## config.mk

```make
export PLATFORM = sky130hd
export DESIGN_NAME = sseg_scan_mux_flat
export DESIGN_NICKNAME = d
export VERILOG_FILES = /design/src/rtl/sseg_scan_mux_if.sv /design/src/rtl/sseg_scan_mux.sv /design/src/flat_wrapper.sv
export SDC_FILE = /design/constraint.sdc
export NUM_CORES = 1
export LEC_CHECK = 0
export ABC_AREA = 1
export ABC_CLOCK_PERIOD_IN_PS = 1500
export BUFFER_PORTS_ARGS = -buffer_cell sky130_fd_sc_hd__buf_2
export CAP_MARGIN = 20
export CORE_MARGIN = 3
export CORE_UTILIZATION = 52
export DETAILED_ROUTE_END_ITERATION = 8
export GPL_TIMING_DRIVEN = 0
export PLACE_DENSITY = 0.76
export SYNTH_ARGS = -nofsm -noshare
export SYNTH_HDL_FRONTEND = slang
export SYNTH_SLANG_ARGS = --single-unit
```

## constraint.sdc

```tcl
create_clock -name i_clk -period 1.5 [get_ports i_clk]
set_input_delay 0.225 -clock i_clk [delete_from_list [all_inputs] [get_ports i_clk]]
set_output_delay 0.225 -clock i_clk [all_outputs]
set_load 0.01 [all_outputs]
```

## src/rtl/sseg_scan_mux_if.sv

```systemverilog
// sseg_scan_mux_if: digit/mask inputs and display-pin outputs of the seven-segment scan driver.
`default_nettype none

interface sseg_scan_mux_if;
  logic [3:0] i_seg3;
  logic [3:0] i_seg2;
  logic [3:0] i_seg1;
  logic [3:0] i_seg0;
  logic [3:0] i_dp;
  logic [3:0] i_en;
  logic [3:0] o_an;
  logic [6:0] o_seg;
  logic       o_dp;
  logic       o_frame_tick;

  modport master (
    output i_seg3, i_seg2, i_seg1, i_seg0, i_dp, i_en,
    input  o_an, o_seg, o_dp, o_frame_tick
  );

  modport slave (
    input  i_seg3, i_seg2, i_seg1, i_seg0, i_dp, i_en,
    output o_an, o_seg, o_dp, o_frame_tick
  );
endinterface

`default_nettype wire

```

## src/rtl/sseg_scan_mux.sv

```systemverilog
// sseg_scan_mux: 4-digit common-anode seven-segment scan driver with per-frame input shadowing.
// Rev 1.0 - initial release.
`default_nettype none

module sseg_scan_mux #(
  parameter int REFRESH_DIV = 100000,
  parameter int BLANK_CYC   = 1000
) (
  input  logic           i_clk,
  input  logic           i_reset,
  sseg_scan_mux_if.slave bus
);

  localparam int                 c_DIV_W    = $clog2(REFRESH_DIV);
  localparam logic [c_DIV_W-1:0] c_DIV_LAST = c_DIV_W'(REFRESH_DIV - 1);

  logic [c_DIV_W-1:0] r_div;
  logic [1:0]         r_idx;
  logic [3:0]         r_sh_seg [4];
  logic [3:0]         r_sh_dp;
  logic [3:0]         r_sh_en;
  logic [3:0]         r_an;
  logic [6:0]         r_seg;
  logic               r_dp;
  logic               r_tick;

  logic               w_wrap;
  logic               w_capture;
  logic               w_blank;
  logic [3:0]         w_an;
  logic [6:0]         w_seg;
  logic               w_dp;

  function automatic logic [6:0] f_decode(input logic [3:0] code);
    logic [6:0] seg;
    case (code)
      4'h0:    seg = 7'h40;
      4'h1:    seg = 7'h79;
      4'h2:    seg = 7'h24;
      4'h3:    seg = 7'h30;
      4'h4:    seg = 7'h19;
      4'h5:    seg = 7'h12;
      4'h6:    seg = 7'h02;
      4'h7:    seg = 7'h78;
      4'h8:    seg = 7'h00;
      4'h9:    seg = 7'h10;
      4'hA:    seg = 7'h09;
      4'hB:    seg = 7'h79;
      default: seg = 7'h7F;
    endcase
    return seg;
  endfunction

  assign w_wrap    = (r_div == c_DIV_LAST);
  assign w_capture = w_wrap && (r_idx == 2'd3);

  generate
    if (BLANK_CYC == 0) begin : g_no_blank
      assign w_blank = 1'b0;
    end else begin : g_blank
      assign w_blank = (r_div < c_DIV_W'(BLANK_CYC));
    end
  endgenerate

  always_ff @(posedge i_clk or posedge i_reset) begin
    if (i_reset) begin
      r_div <= '0;
      r_idx <= 2'd0;
    end else if (w_wrap) begin
      r_div <= '0;
      r_idx <= r_idx + 2'd1;
    end else begin
      r_div <= r_div + 1'b1;
    end
  end

  // Shadow load only at the last cycle of slot 3 so a frame never mixes old and new digits.
  always_ff @(posedge i_clk or posedge i_reset) begin
    if (i_reset) begin
      for (int i = 0; i < 4; i++) r_sh_seg[i] <= 4'd0;
      r_sh_dp <= 4'd0;
      r_sh_en <= 4'd0;
    end else if (w_capture) begin
      r_sh_seg[3] <= bus.i_seg3;
      r_sh_seg[2] <= bus.i_seg2;
      r_sh_seg[1] <= bus.i_seg1;
      r_sh_seg[0] <= bus.i_seg0;
      r_sh_dp     <= bus.i_dp;
      r_sh_en     <= bus.i_en;
    end
  end

  always_comb begin
    w_an  = 4'b1111;
    w_seg = 7'h7F;
    w_dp  = 1'b1;
    if (!w_blank && r_sh_en[r_idx]) begin
      w_an  = ~(4'b0001 << r_idx);
      w_seg = f_decode(r_sh_seg[r_idx]);
      w_dp  = ~r_sh_dp[r_idx];
    end
  end

  always_ff @(posedge i_clk or posedge i_reset) begin
    if (i_reset) begin
      r_an   <= 4'b1111;
      r_seg  <= 7'h7F;
      r_dp   <= 1'b1;
      r_tick <= 1'b0;
    end else begin
      r_an   <= w_an;
      r_seg  <= w_seg;
      r_dp   <= w_dp;
      r_tick <= w_capture;
    end
  end

  assign bus.o_an         = r_an;
  assign bus.o_seg        = r_seg;
  assign bus.o_dp         = r_dp;
  assign bus.o_frame_tick = r_tick;

endmodule

`default_nettype wire

```

## src/flat_wrapper.sv

```systemverilog
// flat-port wrapper written by rule: the top's interface ports become plain ports
module sseg_scan_mux_flat 
#(
  parameter int REFRESH_DIV = 100000,
  parameter int BLANK_CYC   = 1000
)
  (i_clk, i_reset, bus_i_seg3, bus_i_seg2, bus_i_seg1, bus_i_seg0, bus_i_dp, bus_i_en, bus_o_an, bus_o_seg, bus_o_dp, bus_o_frame_tick);
  sseg_scan_mux_if bus_i ();
  input  logic i_clk;
  input  logic i_reset;
  input wire logic [$bits(bus_i.i_seg3)-1:0] bus_i_seg3;
  input wire logic [$bits(bus_i.i_seg2)-1:0] bus_i_seg2;
  input wire logic [$bits(bus_i.i_seg1)-1:0] bus_i_seg1;
  input wire logic [$bits(bus_i.i_seg0)-1:0] bus_i_seg0;
  input wire logic [$bits(bus_i.i_dp)-1:0] bus_i_dp;
  input wire logic [$bits(bus_i.i_en)-1:0] bus_i_en;
  output wire logic [$bits(bus_i.o_an)-1:0] bus_o_an;
  output wire logic [$bits(bus_i.o_seg)-1:0] bus_o_seg;
  output wire logic [$bits(bus_i.o_dp)-1:0] bus_o_dp;
  output wire logic [$bits(bus_i.o_frame_tick)-1:0] bus_o_frame_tick;
  assign bus_i.i_seg3 = bus_i_seg3;
  assign bus_i.i_seg2 = bus_i_seg2;
  assign bus_i.i_seg1 = bus_i_seg1;
  assign bus_i.i_seg0 = bus_i_seg0;
  assign bus_i.i_dp = bus_i_dp;
  assign bus_i.i_en = bus_i_en;
  assign bus_o_an = bus_i.o_an;
  assign bus_o_seg = bus_i.o_seg;
  assign bus_o_dp = bus_i.o_dp;
  assign bus_o_frame_tick = bus_i.o_frame_tick;
  sseg_scan_mux #(.REFRESH_DIV(REFRESH_DIV), .BLANK_CYC(BLANK_CYC)) u_core (.i_clk(i_clk), .i_reset(i_reset), .bus(bus_i));
endmodule
```

; Yosys cells after proc, flatten, opt, wreduce, memory -nomap -nowiden
; Memories as Yosys holds them, arrays and structs flattened.
; Cells that the tools add are included.
[op_classes]
add_sub_neg = 2
n_lt_le_gt_ge = 3
eq_ne = 2
shift = 1
n_mux = 11
n_bitwise = 3
reduce_logical = 3
[ops]
columns = operator, count
row1 = adder 17 x 1 -> 17 bit (second input constant), 1
row2 = equality test 17 bit (second input constant), 1
row3 = less-than comparator 17 x 10 -> 1 bit (second input constant), 1
row4 = 2-to-1 mux 17 bit, 1
row5 = 2-to-1 mux 4 bit, 3
row6 = binary-select mux 4 bit (select 2 bit), 1
row7 = 2-to-1 mux 7 bit, 1
row8 = binary-select mux 1 bit (select 2 bit), 2
row9 = inverter 4 bit, 1
row10 = << shifter 1 x 2 -> 4 bit (first input constant), 1
row11 = >= comparator 3 bit (second input constant), 1
row12 = less-than comparator 2 x 3 -> 1 bit (second input constant), 1
row13 = 2-to-1 mux 1 bit, 3
row14 = inverter 2 -> 3 bit, 1
row15 = adder 2 x 1 -> 2 bit (second input constant), 1
row16 = equality test 2 bit (second input constant), 1
row17 = logical AND 1 bit, 2
row18 = zero test 1 bit, 1
row19 = inverter 1 bit, 1
[word_totals]
regBits = 56
mem_bits_ro = 112
inputBits = 26
n_memories = 1
[memory_table]
columns = memory, depth, word_bits, read_ports, rd_ports_with_merged_regs, write_ports, line
row1 = (name not given), 16, 7, 1, 0, 0, sseg_scan_mux.sv:36  ; case (code)

; Depth between registers and ports, before layout
; An unclocked memory read counts as a cell.
[logic_depth]
depth_word = 6
mapped_depth = 13

; Worst setup path before layout
; No wires, ideal clock.
[synth_path]
path_kind = register to register
from = reg u_core.r_idx[0]
to = reg u_core.r_seg[3], in the netlist u_core.bus.o_seg[3]
setup_time_ns = 0.060
arrival_ns = 1.601
required_time_ns = 1.440
path_slack_ns = -0.162
path_stages_with_launch = 12
path_buffers = 1
period_less_slack_ns = 1.662
cell_sequence = dfrtp_1 inv_2 buf_2 nor2_1 nor2_1 o21ai_0 nand2_1 inv_1 ha_1 o21ai_0 nand2_1 nand2_1
[synth_via]
elab_chain_len = 6
word_cells_on_any_way = 9
[synth_lines]
columns = element, line
row1 = from (decl), sseg_scan_mux.sv:18  ; logic [1:0] r_idx;
row2 = from (signal assigned), sseg_scan_mux.sv:71  ; r_idx <= r_idx + 2'd1;
row3 = inverter 2 -> 3 bit (not written as such), sseg_scan_mux.sv:99  ; w_seg = f_decode(r_sh_seg[r_idx]);
row4 = binary-select mux 4 bit (select 2 bit), sseg_scan_mux.sv:99
row5 = 2-to-1 mux 4 bit (not written as such) (2 in a row), sseg_scan_mux.sv:99
row6 = memory read (16 x 7 bit), -
row7 = 2-to-1 mux 7 bit (*), sseg_scan_mux.sv:97  ; if (!w_blank && r_sh_en[r_idx]) begin
row8 = via u_core.w_seg[3], sseg_scan_mux.sv:31  ; logic [6:0] w_seg;
row9 = to (signal assigned), sseg_scan_mux.sv:112  ; r_seg <= w_seg;
row10 = to (decl), sseg_scan_mux.sv:23  ; logic [6:0] r_seg;
; Mark *: on every way through the listed nets, which the timed path passes. The rest lies on a longest branch. The select of a mux whose other input is x is not followed.
; A chain may end at the register's enable or synchronous reset.

; Worst setup path in the final report
[layout_path]
from = reg u_core.r_idx[0]
to = reg u_core.r_seg[6], in the netlist u_core.bus.o_seg[6]
; Same word-level chain as after synthesis.

==> impl_metrics.yaml <==
clock_network:
  numCtsBuffers: 5
  buffer_type_at_the_clock_tree_root: "sky130_fd_sc_hd__clkbuf_8"
  tritoncts_num_sinks: 56
  clock_insertion_delay_worst_skew_ns: 0.32
  cts.path.max_buffers: 2
  cts_tree: "done"
  htree_num_levels: 2
  cts.clk_slew.worst_paths_ns: 0.10
yosys:
  ys_top_cells_by_count: "sky130_fd_sc_hd__nand2_1, sky130_fd_sc_hd__dfrtp_1, sky130_fd_sc_hd__nor2_1"
  synth_largest_area_cell: "sky130_fd_sc_hd__dfrtp_1"
  netlist.area_leader.share_pct: 37.9
  synth_ff_type: "sky130_fd_sc_hd__dfrtp_1"
  mappedNetlistNets: 398
  synth_seq_cells: 56
  post_synth_instance_area_mm2: 0.00291
  yosys_warnings: 0
  count_of_flip_flops_with_a_built_in_enable_after_synthesis: 0
  synth_top_cells_by_area: "sky130_fd_sc_hd__dfrtp_1, sky130_fd_sc_hd__nand2_1, sky130_fd_sc_hd__dfstp_2"
  synth_cell_types: 28
  async_flop_share_pct: 100
  synth-seq-area-share_pct: 48.8
  synthesis.area_per_instance_um2: 8.03
  yosys.cell_count.top_type: "sky130_fd_sc_hd__nand2_1"
  postSynthCellCount: 362
critical_path:
  crit_path_top_delay_cell: "sky130_fd_sc_hd__dfrtp_2"
  crit-reg2reg-launch: "u_core.r_idx[0]"
  setup.worst_path.start_class: "register"
  crit_required_ns: 1.74
  cp_launch_point: "u_core.r_idx[0]"
  worst_ep_arrival_time_ns: 1.82
  endpoint: "u_core.bus.o_seg[6]"
  critPathCaptureType: "register"
  path_cells: "inv_2, buf_6, a21oi_2, o21ai_1, nand2_1, buf_6, ha_4, inv_1, nand2_1, nand2_2, nand3_1"
  worstReg2RegEnd: "u_core.bus.o_seg[6]"
  critical-path-max-stage-delay_ns: 0.44
  worst-path-max-fanout: 6
  worstSetupPathType: "register to register"
  ff2ff_path_depth: 11
  regToRegSetupSlack_ns: -0.08
floorplan:
  core-area_mm2: 0.00527
  initial_cell_density_of_the_core_pct: 55.1
  dieArea_mm2: 0.00652
  ios: 39
  dieWidth_um: 80.7
  fp-row-count: 26
  floorplan.die.height_um: 80.7
hold_path:
  hold_path.class: "input port to register"
  worstHoldStart: "bus_i_seg3[1]"
sta:
  period_needed_ns: 1.58
  timing.setup.tns_ns: -0.707
  final_hold_fails: 0
  final-max-slew-violation-count: 0
  timing.slew.headroom_pct: 77.4
  max_slew.worst_pin.slew_ns: 0.339
  timing.clock.skew_ns: 0.0104
  rsz0062_at_grt: "yes"
  max_clock_freq_ghz: 0.632
  finalCritPeriodShare_pct: 105
  finalWorstSetupSlack_ns: -0.0812
  holdWs_ns: 0.107
  setup_violations: 24
drt:
  vias_per_cell: 4.96
  routed-via-count: 2481
  post-route-drc-count: 0
  wl_final_um: 6570
  drt-initial-drc-count: 171
  route.antenna.remaining_nets: 0
  first_pass_iters: 4
  routedWlPerCell_um: 13.1
layout:
  finish.net_count: 465
  drive_above_1_share_pct: 39.5
  syn_to_final_growth_pct: 30.4
  antennaDiodeCount: 0
global_route:
  grt_use_total_pct: 20.1
  grt_pass1_wl_um: 10300
  grt_max_degree: 44
  grt_antenna_before_repair: 0
  number_of_global_route_vias_before_repair: 2334
  grt_use_met3_pct: 3.99
  grt.met1_usage_pct: 28.3
  grt-ovfl-total: 0
  grt_use_met2_pct: 32.5
  top_usage_layer: "met2"
placement:
  hpwl_after_detailed_placement_um: 4280
  finalWeightedCongestion: 0.898
  portBuffers: 38
flow_run:
  max_cap_viol_count: 0
run_status:
  failed_checks: "setup timing"
  status: "finished, violations left"
pwr:
  power.leakage_nw: 1.88
  peakVddDrop_v: 0.000454
  total_power_after_layout_mw: 2.59
  p_per_area_mw_per_mm2: 683
-- layout by cell type (no fill, tap or decap), drive strengths merged --
cell type / netlist / final
nand3: 28 / 28
nor3: 4 / 4
bufinv: 0 / 1
o22ai: 1 / 1
o21bai: 1 / 1
clkinv: 2 / 2
ha: 10 / 10
a21oi: 3 / 3
o21ai: 13 / 13
clkbuf: 0 / 7
inv: 35 / 35
buf: 6 / 63
and3: 1 / 1
clkinvlp: 0 / 2
dlygate4sd3: 0 / 1
nor2: 42 / 42
nand2: 147 / 147
or2: 1 / 1
nand4: 7 / 7
xor2: 5 / 5
dfrtp: 44 / 44
dfstp: 12 / 12
-- kinds of logic after synthesis --
group,after synthesis,share of synthesized area (%)
simple gates,230,35.2
flops,56,48.8
buf+inv,43,6.98
compound gates,18,3.23
fa+ha+maj,10,4.31
xor+xnor,5,1.51
-- cell type report --
class / count / area, µm²
Fill cell: 421 / 1480
Buffer: 6 / 78.8
Clock buffer: 5 / 68.8
Clock inverter: 3 / 42.5
Multi-Input combinational cell: 263 / 1520
Tap cell: 70 / 87.6
Inverter: 37 / 154
Sequential cell: 56 / 1420
Timing Repair Buffer: 60 / 414
-- what timing repair did --
| action | in CTS | in global routing |
|---|---|---|
| gates resized for setup | 20 | 60 |
| hold buffers | 1 | 0 |
| pin swaps | 5 | 13 |
| buffers inserted | 14 | 3 |
| gates cloned | 0 | 3 |
| setup endpoints to repair | 30 | 37 |
| endpoints found under the hold margin | 13 | 0 |
-- sequential cells by signal, indices dropped and copies added (netlist names) --
name,count
u_core.r_div,17
u_core.bus.o_dp,1
u_core.r_sh_en,4
u_core.bus.o_frame_tick,1
u_core.r_sh_dp,4
u_core.bus.o_an,4
u_core.r_sh_seg,16
u_core.bus.o_seg,7
u_core.r_idx,2
-- per-stage QoR --
stage	instances	area, µm²	setup WS (ns)	util, %
final	500	3790	-0.0812	71.9
after global routing	500	3790	-0.174	71.9
after global placement	470	3190	-0.272	60.6
after floorplan	362	2920	-0.0602	-
after detailed placement	471	3210	-0.349	61.0
after CTS	494	3500	-0.0298	66.4
-- power breakdown --
| part | leakage [nW] | switching, mW | internal [mW] |
|---|---|---|---|
| Clock | 0.0541 | 0.499 | 0.495 |
| Sequential | 0.596 | 0 | 1.51 |
| Combinational | 1.23 | 0.0510 | 0.0307 |
-- how the worst min path moves through the flow --
stage,cells past startpoint,end
global placement,3,u_core.r_sh_seg[11]
CTS,3,u_core.r_sh_seg[15]
floorplan,1,u_core.bus.o_frame_tick
detailed placement,2,u_core.r_sh_seg[3]
global route,3,u_core.r_sh_en[2]
finish,3,u_core.r_sh_seg[1]
-- metal layers --
metal	vias to the layer above	wire length [µm]
li1	1259	-
met1	1164	3000
met2	52	3250
met3	6	255
met4	0	59
met5	-	0
-- worst max-delay path: cells and delay by family, from the launching register on --
family | cells | cell delay, ns
flip-flops | 1 | 0.44
buffers and inverters | 4 | 0.40
AND/OR/NAND/NOR | 4 | 0.37
AO/OA/AOI/OAI | 2 | 0.16
adder cells (fa/ha/maj) | 1 | 0.16
(Power assumes the default switching activity.)
